File: src/rtl/spi_xfer_sequencer_if.sv
// Core-side request/response bundle of the SPI transfer sequencer.
// master: the core issuing transfer requests; slave: the sequencer.
interface spi_xfer_sequencer_if #(
    parameter int DATA_WIDTH = 32,
    parameter int DIV_WIDTH  = 8
);
    logic                  start;
    logic [1:0]            data_len;
    logic                  bit_order;
    logic [DIV_WIDTH-1:0]  clk_div;
    logic [DATA_WIDTH-1:0] tx_data;
    logic [DATA_WIDTH-1:0] rx_data;
    logic                  busy;
    logic                  done;

    modport master (
        output start, data_len, bit_order, clk_div, tx_data,
        input  rx_data, busy, done
    );

    modport slave (
        input  start, data_len, bit_order, clk_div, tx_data,
        output rx_data, busy, done
    );
endinterface

File: src/rtl/spi_xfer_sequencer.sv
// SPI master transfer sequencer, mode 0 (CPOL=0, CPHA=0).
// Sends an 8/16/24-bit field of tx_data MSB- or LSB-first and assembles
// the MISO bits into a right-aligned receive word.
module spi_xfer_sequencer #(
    parameter int DATA_WIDTH = 32,
    parameter int DIV_WIDTH  = 8
) (
    input  logic                 clk,
    input  logic                 rst,
    spi_xfer_sequencer_if.slave  bus,
    output logic                 sclk,
    output logic                 mosi,
    input  logic                 miso,
    output logic                 cs_n
);
    // Index width into the data word; DATA_WIDTH >= 24 keeps this >= 5 bits,
    // so the bit count 24 also fits.
    localparam int IW = $clog2(DATA_WIDTH);

    localparam logic [2:0] S_IDLE  = 3'd0;
    localparam logic [2:0] S_LEAD  = 3'd1;
    localparam logic [2:0] S_HIGH  = 3'd2;
    localparam logic [2:0] S_LOW   = 3'd3;
    localparam logic [2:0] S_TRAIL = 3'd4;
    localparam logic [2:0] S_DONE  = 3'd5;

    localparam logic [DIV_WIDTH:0] HCNT_ONE = 1;

    logic [2:0]            state;
    // One bit wider than clk_div so an all-ones divider never wraps.
    logic [DIV_WIDTH:0]    hcnt;
    logic [DIV_WIDTH-1:0]  div_q;
    logic [IW-1:0]         nbits;
    logic [IW-1:0]         bit_cnt;
    logic                  order_q;
    logic [DATA_WIDTH-1:0] tx_q;
    logic [DATA_WIDTH-1:0] rx_sh;
    logic [DATA_WIDTH-1:0] rx_q;
    logic                  sclk_q;
    logic                  mosi_q;
    logic                  cs_n_q;
    logic                  busy_q;
    logic                  done_q;

    logic                  phase_end;
    logic                  last_bit;
    logic [IW-1:0]         cur_idx;
    logic [IW-1:0]         next_idx;
    logic [IW-1:0]         start_nbits;
    logic [IW-1:0]         first_idx;

    function automatic logic [IW-1:0] decode_len(input logic [1:0] code);
        case (code)
            2'b00:   return IW'(24);
            2'b01:   return IW'(16);
            2'b10:   return IW'(8);
            default: return '0;
        endcase
    endfunction

    // Position in the field of the k-th serial bit for the given order.
    function automatic logic [IW-1:0] field_idx(input logic          order,
                                                input logic [IW-1:0] n,
                                                input logic [IW-1:0] k);
        return order ? k : (n - IW'(1) - k);
    endfunction

    // Phase timing and bit-position decode shared by the sequencer.
    always_comb begin
        phase_end   = (hcnt == {1'b0, div_q});
        last_bit    = (bit_cnt == nbits - IW'(1));
        cur_idx     = field_idx(order_q, nbits, bit_cnt);
        next_idx    = field_idx(order_q, nbits, bit_cnt + IW'(1));
        start_nbits = decode_len(bus.data_len);
        first_idx   = field_idx(bus.bit_order, start_nbits, '0);
    end

    // Transfer sequencer: pin outputs are registered alongside the state so
    // sclk/cs_n/mosi never glitch on state decode.
    always_ff @(posedge clk) begin
        if (rst) begin
            state   <= S_IDLE;
            hcnt    <= '0;
            div_q   <= '0;
            nbits   <= '0;
            bit_cnt <= '0;
            order_q <= 1'b0;
            tx_q    <= '0;
            rx_sh   <= '0;
            rx_q    <= '0;
            sclk_q  <= 1'b0;
            mosi_q  <= 1'b0;
            cs_n_q  <= 1'b1;
            busy_q  <= 1'b0;
            done_q  <= 1'b0;
        end else begin
            done_q <= 1'b0;
            case (state)
                S_IDLE: begin
                    if (bus.start) begin
                        tx_q    <= bus.tx_data;
                        order_q <= bus.bit_order;
                        div_q   <= bus.clk_div;
                        nbits   <= start_nbits;
                        hcnt    <= '0;
                        bit_cnt <= '0;
                        rx_sh   <= '0;
                        if (start_nbits == '0) begin
                            // Zero-length request: complete without touching the pins.
                            state  <= S_DONE;
                            done_q <= 1'b1;
                            rx_q   <= '0;
                        end else begin
                            state  <= S_LEAD;
                            cs_n_q <= 1'b0;
                            busy_q <= 1'b1;
                            mosi_q <= bus.tx_data[first_idx];
                        end
                    end
                end

                S_LEAD, S_LOW: begin
                    if (phase_end) begin
                        // MISO is captured on the edge that raises sclk.
                        state          <= S_HIGH;
                        sclk_q         <= 1'b1;
                        rx_sh[cur_idx] <= miso;
                        hcnt           <= '0;
                    end else begin
                        hcnt <= hcnt + HCNT_ONE;
                    end
                end

                S_HIGH: begin
                    if (phase_end) begin
                        sclk_q <= 1'b0;
                        hcnt   <= '0;
                        if (last_bit) begin
                            state <= S_TRAIL;
                        end else begin
                            state   <= S_LOW;
                            bit_cnt <= bit_cnt + IW'(1);
                            mosi_q  <= tx_q[next_idx];
                        end
                    end else begin
                        hcnt <= hcnt + HCNT_ONE;
                    end
                end

                S_TRAIL: begin
                    if (phase_end) begin
                        state  <= S_DONE;
                        cs_n_q <= 1'b1;
                        busy_q <= 1'b0;
                        done_q <= 1'b1;
                        mosi_q <= 1'b0;
                        rx_q   <= rx_sh;
                        hcnt   <= '0;
                    end else begin
                        hcnt <= hcnt + HCNT_ONE;
                    end
                end

                S_DONE: begin
                    state <= S_IDLE;
                end

                default: begin
                    state  <= S_IDLE;
                    sclk_q <= 1'b0;
                    mosi_q <= 1'b0;
                    cs_n_q <= 1'b1;
                    busy_q <= 1'b0;
                end
            endcase
        end
    end

    assign sclk        = sclk_q;
    assign mosi        = mosi_q;
    assign cs_n        = cs_n_q;
    assign bus.rx_data = rx_q;
    assign bus.busy    = busy_q;
    assign bus.done    = done_q;
endmodule

File: src/flat_wrapper.sv
// flat-port wrapper written by rule: the top's interface ports become plain ports
module spi_xfer_sequencer_flat 
#(
    parameter int DATA_WIDTH = 32,
    parameter int DIV_WIDTH  = 8
)
  (clk, rst, sclk, mosi, miso, cs_n, bus_start, bus_data_len, bus_bit_order, bus_clk_div, bus_tx_data, bus_rx_data, bus_busy, bus_done);
  spi_xfer_sequencer_if #(.DATA_WIDTH(DATA_WIDTH), .DIV_WIDTH(DIV_WIDTH)) bus_i ();
  input  logic clk;
  input  logic rst;
  output logic sclk;
  output logic mosi;
  input  logic miso;
  output logic cs_n;
  input wire logic [$bits(bus_i.start)-1:0] bus_start;
  input wire logic [$bits(bus_i.data_len)-1:0] bus_data_len;
  input wire logic [$bits(bus_i.bit_order)-1:0] bus_bit_order;
  input wire logic [$bits(bus_i.clk_div)-1:0] bus_clk_div;
  input wire logic [$bits(bus_i.tx_data)-1:0] bus_tx_data;
  output wire logic [$bits(bus_i.rx_data)-1:0] bus_rx_data;
  output wire logic [$bits(bus_i.busy)-1:0] bus_busy;
  output wire logic [$bits(bus_i.done)-1:0] bus_done;
  assign bus_i.start = bus_start;
  assign bus_i.data_len = bus_data_len;
  assign bus_i.bit_order = bus_bit_order;
  assign bus_i.clk_div = bus_clk_div;
  assign bus_i.tx_data = bus_tx_data;
  assign bus_rx_data = bus_i.rx_data;
  assign bus_busy = bus_i.busy;
  assign bus_done = bus_i.done;
  spi_xfer_sequencer #(.DATA_WIDTH(DATA_WIDTH), .DIV_WIDTH(DIV_WIDTH)) u_core (.clk(clk), .rst(rst), .bus(bus_i), .sclk(sclk), .mosi(mosi), .miso(miso), .cs_n(cs_n));
endmodule
File: config.mk
export PLATFORM = sky130hd
export DESIGN_NAME = spi_xfer_sequencer_flat
export DESIGN_NICKNAME = d
export VERILOG_FILES = /design/src/rtl/spi_xfer_sequencer_if.sv /design/src/rtl/spi_xfer_sequencer.sv /design/src/flat_wrapper.sv
export SDC_FILE = /design/constraint.sdc
export NUM_CORES = 1
export LEC_CHECK = 0
export BUFFER_PORTS_ARGS = -buffer_cell sky130_fd_sc_hd__buf_2
export CAP_MARGIN = 15
export CORE_MARGIN = 1
export CORE_UTILIZATION = 45
export DETAILED_ROUTE_END_ITERATION = 10
export GPL_ROUTABILITY_DRIVEN = 0
export GPL_TIMING_DRIVEN = 0
export PLACE_DENSITY_LB_ADDON = 0.1
export SYNTH_ARGS = -nofsm -noshare
export SYNTH_HDL_FRONTEND = slang
export SYNTH_SLANG_ARGS = --single-unit
File: constraint.sdc
create_clock -name clk -period 3.2 [get_ports clk]
set_input_delay 0.32 -clock clk [delete_from_list [all_inputs] [get_ports clk]]
set_output_delay 0.32 -clock clk [all_outputs]
set_load 0.01 [all_outputs]
==> impl_metrics.py, run 1 <==
metrics = {
    "routing": {
        "final_antenna_net_count": 0,
        "routed_via_density": 5.565,
        "first_iter_violations": 426,
        "drt_wl_total_um": 16070,
        "wl_per_cell_um": 15.69,
        "vias": 5699,
        "drtPass1Iterations": 5,
        "drc": 0,
    },
    "synthesis": {
        "yosysTopAreaCellShare": 0.4110,
        "synthesis.instances": 736,
        "ys_types": 65,
        "synth_edf_count": 0,
        "async_flop_share": 0,
        "synth_area_mm2": 0.006284,
        "synth_area_leaders": "dfxtp_1, nand2_1, a21oi_1",
        "synth_nets": 792,
        "syn_avg_cell_area_um2": 8.537,
        "synth_area_leader_cell": "dfxtp_1",
        "ys.flop_type": "dfxtp_1",
        "synth_seq_cells": 129,
        "synth_warnings": 0,
        "ys_seq_area_frac": 0.4110,
    },
    "power": {
        "power_density_mw_per_mm2": 674.7,
        "p_leak_nw": 2.989,
        "vdd_drop_max_uv": 401.0,
        "power_mw": 5.063,
    },
    "timing": {
        "min_period_ns": 2.859,
        "tns_ns": 0,
        "rsz0062_at_grt": "false",
        "max_freq_ghz": 0.3498,
        "clock_skew_ns": 0.005884,
        "worst_slack_ns": 0.3412,
        "finalHoldViolCount": 0,
        "worst_slew_pin_slew_ns": 0.8838,
        "hold_ws_ns": 0.1301,
        "drv_slew": 0,
        "finalCritPeriodShare": 0.8934,
        "setup_viol": 0,
        "slew_headroom": 0.4054,
    },
    "flow_run": {
        "maxCapViolCount": 0,
    },
    "global_route": {
        "antenna_found_initial": 0,
        "grt_usage": 0.2350,
        "grt_pass1_vias": 5460,
        "grt_max_degree": 17,
        "overflow": 0,
        "grt_first_pass_wirelength_um": 26600,
    },
    "clock_network": {
        "clk_pin_slew_worst_paths_ns": 0.05,
        "cts.htree.levels": 4,
        "cts_root_buf": "clkbuf_16",
        "cts_tree": "done",
        "ctsLongestPathBuffers": 2,
        "post_cts_buffers": 0,
        "cts_num_sinks": 129,
        "clock_latency_ns": 0.42,
        "cts_buffers": 17,
        "cts_resized": 0,
        "cts_hold_buf": 0,
    },
    "place": {
        "hpwl_um": 11840,
        "post-place-cells": 994,
        "place_area_mm2": 0.006914,
        "io_buffers": 82,
        "pre_cts_slack_ns": 0.3933,
    },
    "setup_path": {
        "worstPathMaxFanout": 10,
        "cp.required_ns": 3.50,
        "endpoint_kind": "register",
        "path_class": "reg -> reg",
        "start_kind": "register",
        "critPathArrivalTime_ns": 3.16,
    },
    "finish": {
        "drive_gt1_frac": 0.2005,
        "multi_input_area_mm2": 0.003412,
        "final_common_cell": "nand2_1",
        "ff_latch_area_mm2": 0.002582,
        "fin_nets": 893,
        "utilization": 0.5579,
        "diodes": 0,
        "area_growth_pct": 19.43,
        "fillers": 1271,
        "fin_cells": 1024,
        "final_area_mm2": 0.007505,
        "final_cell_mix": "nand2_1, dfxtp_1, buf_2",
    },
    "floorplan": {
        "fp-row-count": 42,
        "die-area_mm2": 0.01444,
        "initial_core_util": 0.4671,
        "pin_count": 84,
        "die_h_um": 120.2,
        "die_w_um": 120.2,
        "core_mm2": 0.01345,
    },
    "run_status": {
        "status": "completed",
    },
    "min_path": {
        "min_path_type": "in -> reg",
    },
}
==> Yosys cell counts, types with 10 or more instances <==
cell type	instances
nand2_1	138
dfxtp_1	129
a21oi_1	68
nor2_1	63
a22oi_1	39
o21ai_0	38
nand3_1	28
clkbuf_1	26
a41oi_1	16
mux4_2	15
xor2_1	14
nor2b_1	12
buf_2	11
inv_1	11
nand4_1	10
==> cells by family (layout without fill, tap and decap cells) <==
family / after synthesis / count (layout) / share of synthesized area
buf+inv: 61 / 173 / 0.04599
fa+ha+maj: 9 / 9 / 0.01792
compound gates: 192 / 192 / 0.1969
mux: 26 / 26 / 0.07407
xor+xnor: 26 / 26 / 0.04102
simple gates: 293 / 293 / 0.2131
flops: 129 / 129 / 0.4110
==> state kept, by name (all words and copies together), names as in the netlist <==
name,cells
u_core.bus.rx_data,32
u_core.rx_sh,32
u_core.tx_q,32
u_core.hcnt,9
u_core.div_q,8
u_core.bit_cnt,5
u_core.state,3
u_core.nbits,2
u_core.bus.busy,1
u_core.bus.done,1
u_core.cs_n,1
u_core.mosi,1
u_core.order_q,1
u_core.sclk,1
==> where the power goes <==
part	leakage, nW	switching (mW)	internal [mW]	total, mW
clock	0.295	0.679	1.26	1.94
combinational	1.65	0.817	0.487	1.30
sequential	1.05	0.0958	1.73	1.82
total	2.99	1.59	3.47	5.06
==> final timing paths <==
kind                     start               to  depth (start not counted)  slack (ns)
max          u_core.bit_cnt[0]      u_core.mosi                         11        0.34
min            bus_tx_data[18]  u_core.tx_q[18]                          3        0.13
max reg2reg  u_core.bit_cnt[0]      u_core.mosi                         11        0.34
min reg2reg    u_core.rx_sh[9]  u_core.rx_sh[9]                          2        0.47
==> worst max-delay path, cell delays in order (launching register included) <==
cell	delay [ns]
dfxtp_1	0.39
buf_4	0.23
buf_4	0.23
nand3_1	0.10
xnor2_1	0.24
ha_1	0.30
or3_1	0.30
mux2i_1	0.16
xnor2_1	0.24
nand2_1	0.09
o311ai_1	0.33
o21ai_1	0.12
==> routing by layer <==
metal / vias to the layer above / track usage / wire (um)
li1: 2824 / - / -
met1: 2670 / 0.2976 / 7307
met2: 177 / 0.3772 / 7603
met3: 28 / 0.04848 / 747
met4: 0 / 0.1195 / 410
met5: - / 0 / 0
==> cell type report <==
| class | instances | area share |
|---|---|---|
| clock buffers | 25 | 0.06869 |
| inverters | 12 | 0.006002 |
| flip-flops and latches | 129 | 0.3441 |
| clock inverters | 5 | 0.01000 |
| plain buffers | 49 | 0.03251 |
| well taps | 176 | 0.02934 |
| repair buffers | 82 | 0.05468 |
| multi-input cells | 546 | 0.4547 |
Power figures use the tool's default switching activity.
==> run 2: changes to the inputs <==
--- a/config.mk
+++ b/config.mk
@@ -13,6 +13,7 @@
 export GPL_ROUTABILITY_DRIVEN = 0
 export GPL_TIMING_DRIVEN = 0
 export PLACE_DENSITY_LB_ADDON = 0.1
+export REMOVE_ABC_BUFFERS = 1
 export SYNTH_ARGS = -nofsm -noshare
 export SYNTH_HDL_FRONTEND = slang
 export SYNTH_SLANG_ARGS = --single-unit
==> run 2 against run 1 <==
  * Die area unchanged
  * Count of clock-buffer cells in the layout decreased by 1
  * Register-to-register slack worse by 0.06 ns
  * Sequential power rose by 2%
  * Combinational power shrank 11%
==> impl_metrics.py, run 2 (synthesis gave the netlist of run 1 again) <==
metrics = {
    "clock_network": {
        "clk_pin_slew_worst_paths_ns": 0.05,
        "ctsLongestPathBuffers": 2,
        "cts_num_sinks": 129,
        "cts.htree.levels": 4,
        "cts_buffers": 17,
        "post_cts_buffers": 0,
        "cts_root_buf": "clkbuf_16",
        "cts_hold_buf": 0,
        "cts_tree": "done",
        "clock_latency_ns": 0.42,
    },
    "finish": {
        "area_growth_pct": 15.83,
        "final_common_cell": "nand2_1",
        "fin_cells": 978,
        "fillers": 1343,
        "fin_nets": 847,
        "utilization": 0.5410,
        "drive_gt1_frac": 0.1908,
        "final_cell_mix": "nand2_1, dfxtp_1, buf_2",
        "diodes": 0,
    },
    "setup_path": {
        "r2r_start": "u_core.state[2]",
        "path_class": "reg -> reg",
        "worstPathMaxFanout": 46,
        "reg2reg_slack_ns": 0.28,
        "reg2reg_depth": 6,
        "endpoint_kind": "register",
        "start_kind": "register",
        "worstReg2RegEnd": "u_core.rx_sh[5]",
        "critPathArrivalTime_ns": 3.27,
        "cp.required_ns": 3.56,
    },
    "timing": {
        "min_period_ns": 2.915,
        "worst_slew_pin_slew_ns": 1.049,
        "max_freq_ghz": 0.3431,
        "setup_viol": 0,
        "worst_slack_ns": 0.2850,
        "rsz0062_at_grt": "false",
        "clock_skew_ns": 0.007505,
        "slew_headroom": 0.3008,
        "finalHoldViolCount": 0,
        "drv_slew": 0,
        "finalCritPeriodShare": 0.9109,
    },
    "routing": {
        "drc": 0,
        "drtPass1Iterations": 4,
        "drt_wl_total_um": 14410,
        "vias": 5439,
        "wl_per_cell_um": 14.73,
        "first_iter_violations": 281,
        "routed_via_density": 5.561,
        "final_antenna_net_count": 0,
    },
    "place": {
        "hpwl_um": 9657,
        "io_buffers": 83,
        "post-place-cells": 946,
        "pre_cts_slack_ns": -0.2897,
    },
    "global_route": {
        "grt_max_degree": 88,
        "antenna_found_initial": 0,
        "overflow": 0,
        "grt_usage": 0.2141,
        "grt_pass1_vias": 5031,
        "grt_first_pass_wirelength_um": 24370,
    },
    "min_path": {
        "min_path_cells": 3,
        "holdPathEnd": "u_core.tx_q[28]",
        "hold_start": "bus_tx_data[28]",
        "min_path_type": "in -> reg",
    },
    "floorplan": {
        "core_mm2": 0.01345,
        "pin_count": 84,
        "initial_core_util": 0.4671,
        "die_h_um": 120.2,
        "die-area_mm2": 0.01444,
        "die_w_um": 120.2,
        "fp-row-count": 42,
    },
    "flow_run": {
        "maxCapViolCount": 0,
    },
    "run_status": {
        "status": "completed",
    },
    "power": {
        "vdd_drop_max_uv": 359.1,
        "power_mw": 4.793,
        "power_density_mw_per_mm2": 658.5,
        "p_leak_nw": 2.842,
    },
}
[run 2: changes by cell type in the layout (fill, tap and decap cells not counted), sizes merged]
| cell | delta |
|---|---|
| clkbuf | -28 |
| clkinvlp | +1 |
| bufinv | -1 |
| clkinv | +1 |
| buf | -19 |
[run 2: final cells by class]
cell class / instances / area (um2) / share of cell area
timing repair buffer: 85 / 460.4 / 0.06326
clock inverter: 6 / 57.56 / 0.007908
tap: 176 / 220.2 / 0.03026
inverter: 12 / 45.04 / 0.006189
sequential: 129 / 2584 / 0.3550
multi-input combinational: 546 / 3430 / 0.4712
clock buffer: 24 / 481.7 / 0.06619
[run 2: worst max-delay path, stage by stage (launching register included)]
cell     delay (ns)
dfxtp_1        0.79
nor2b_1        0.20
nand2_4        0.45
nand2_1        0.50
a21oi_2        0.62
o21ai_0        0.20
nand2_1        0.09
[run 2: layer usage]
layer  vias up  wire (um)  GRT usage
met5         -          0          0
met1      2567       6572     0.2647
li1       2731          -          -
met2       125       6959     0.3581
met4         0        218    0.08203
met3        16        659    0.05181
[run 2: timing repair]
action	in CTS	in global routing
gates cloned	0	0
endpoints found under the setup margin	14	1
gates resized for setup	2	1
[run 2: worst max-delay path by stage]
stage | from | end | slack (ns) | cells past startpoint
finish | u_core.state[2] | u_core.rx_sh[5] | 0.28 | 6
detailed placement | u_core.bit_cnt[0] | u_core.mosi | -0.29 | 6
global placement | u_core.state[2] | u_core.rx_sh[4] | -0.63 | 6
CTS | u_core.bit_cnt[0] | u_core.mosi | 0.1 | 6
floorplan | u_core.bit_cnt[0] | u_core.mosi | 0.31 | 6
global route | u_core.state[2] | u_core.rx_sh[0] | 0.03 | 6
[run 2: power by group]
group	switching (mW)	total [mW]	internal, mW
logic	0.734	1.16	0.423
clock network	0.664	1.78	1.11
registers	0.130	1.86	1.73
[run 2: per-stage QoR]
step / cell area [um2] / setup TNS [ns] / hold slack, ns
6_report: 7278 / 0 / 0.1332
5_1_grt: 7278 / 0 / 0.1293
4_1_cts: 7233 / 0 / 0.1191
3_5_place_dp: 6688 / -0.3437 / 0.4515
3_3_place_gp: 6675 / -10.45 / 0.4481
2_1_floorplan: 6040 / 0 / 0.3879
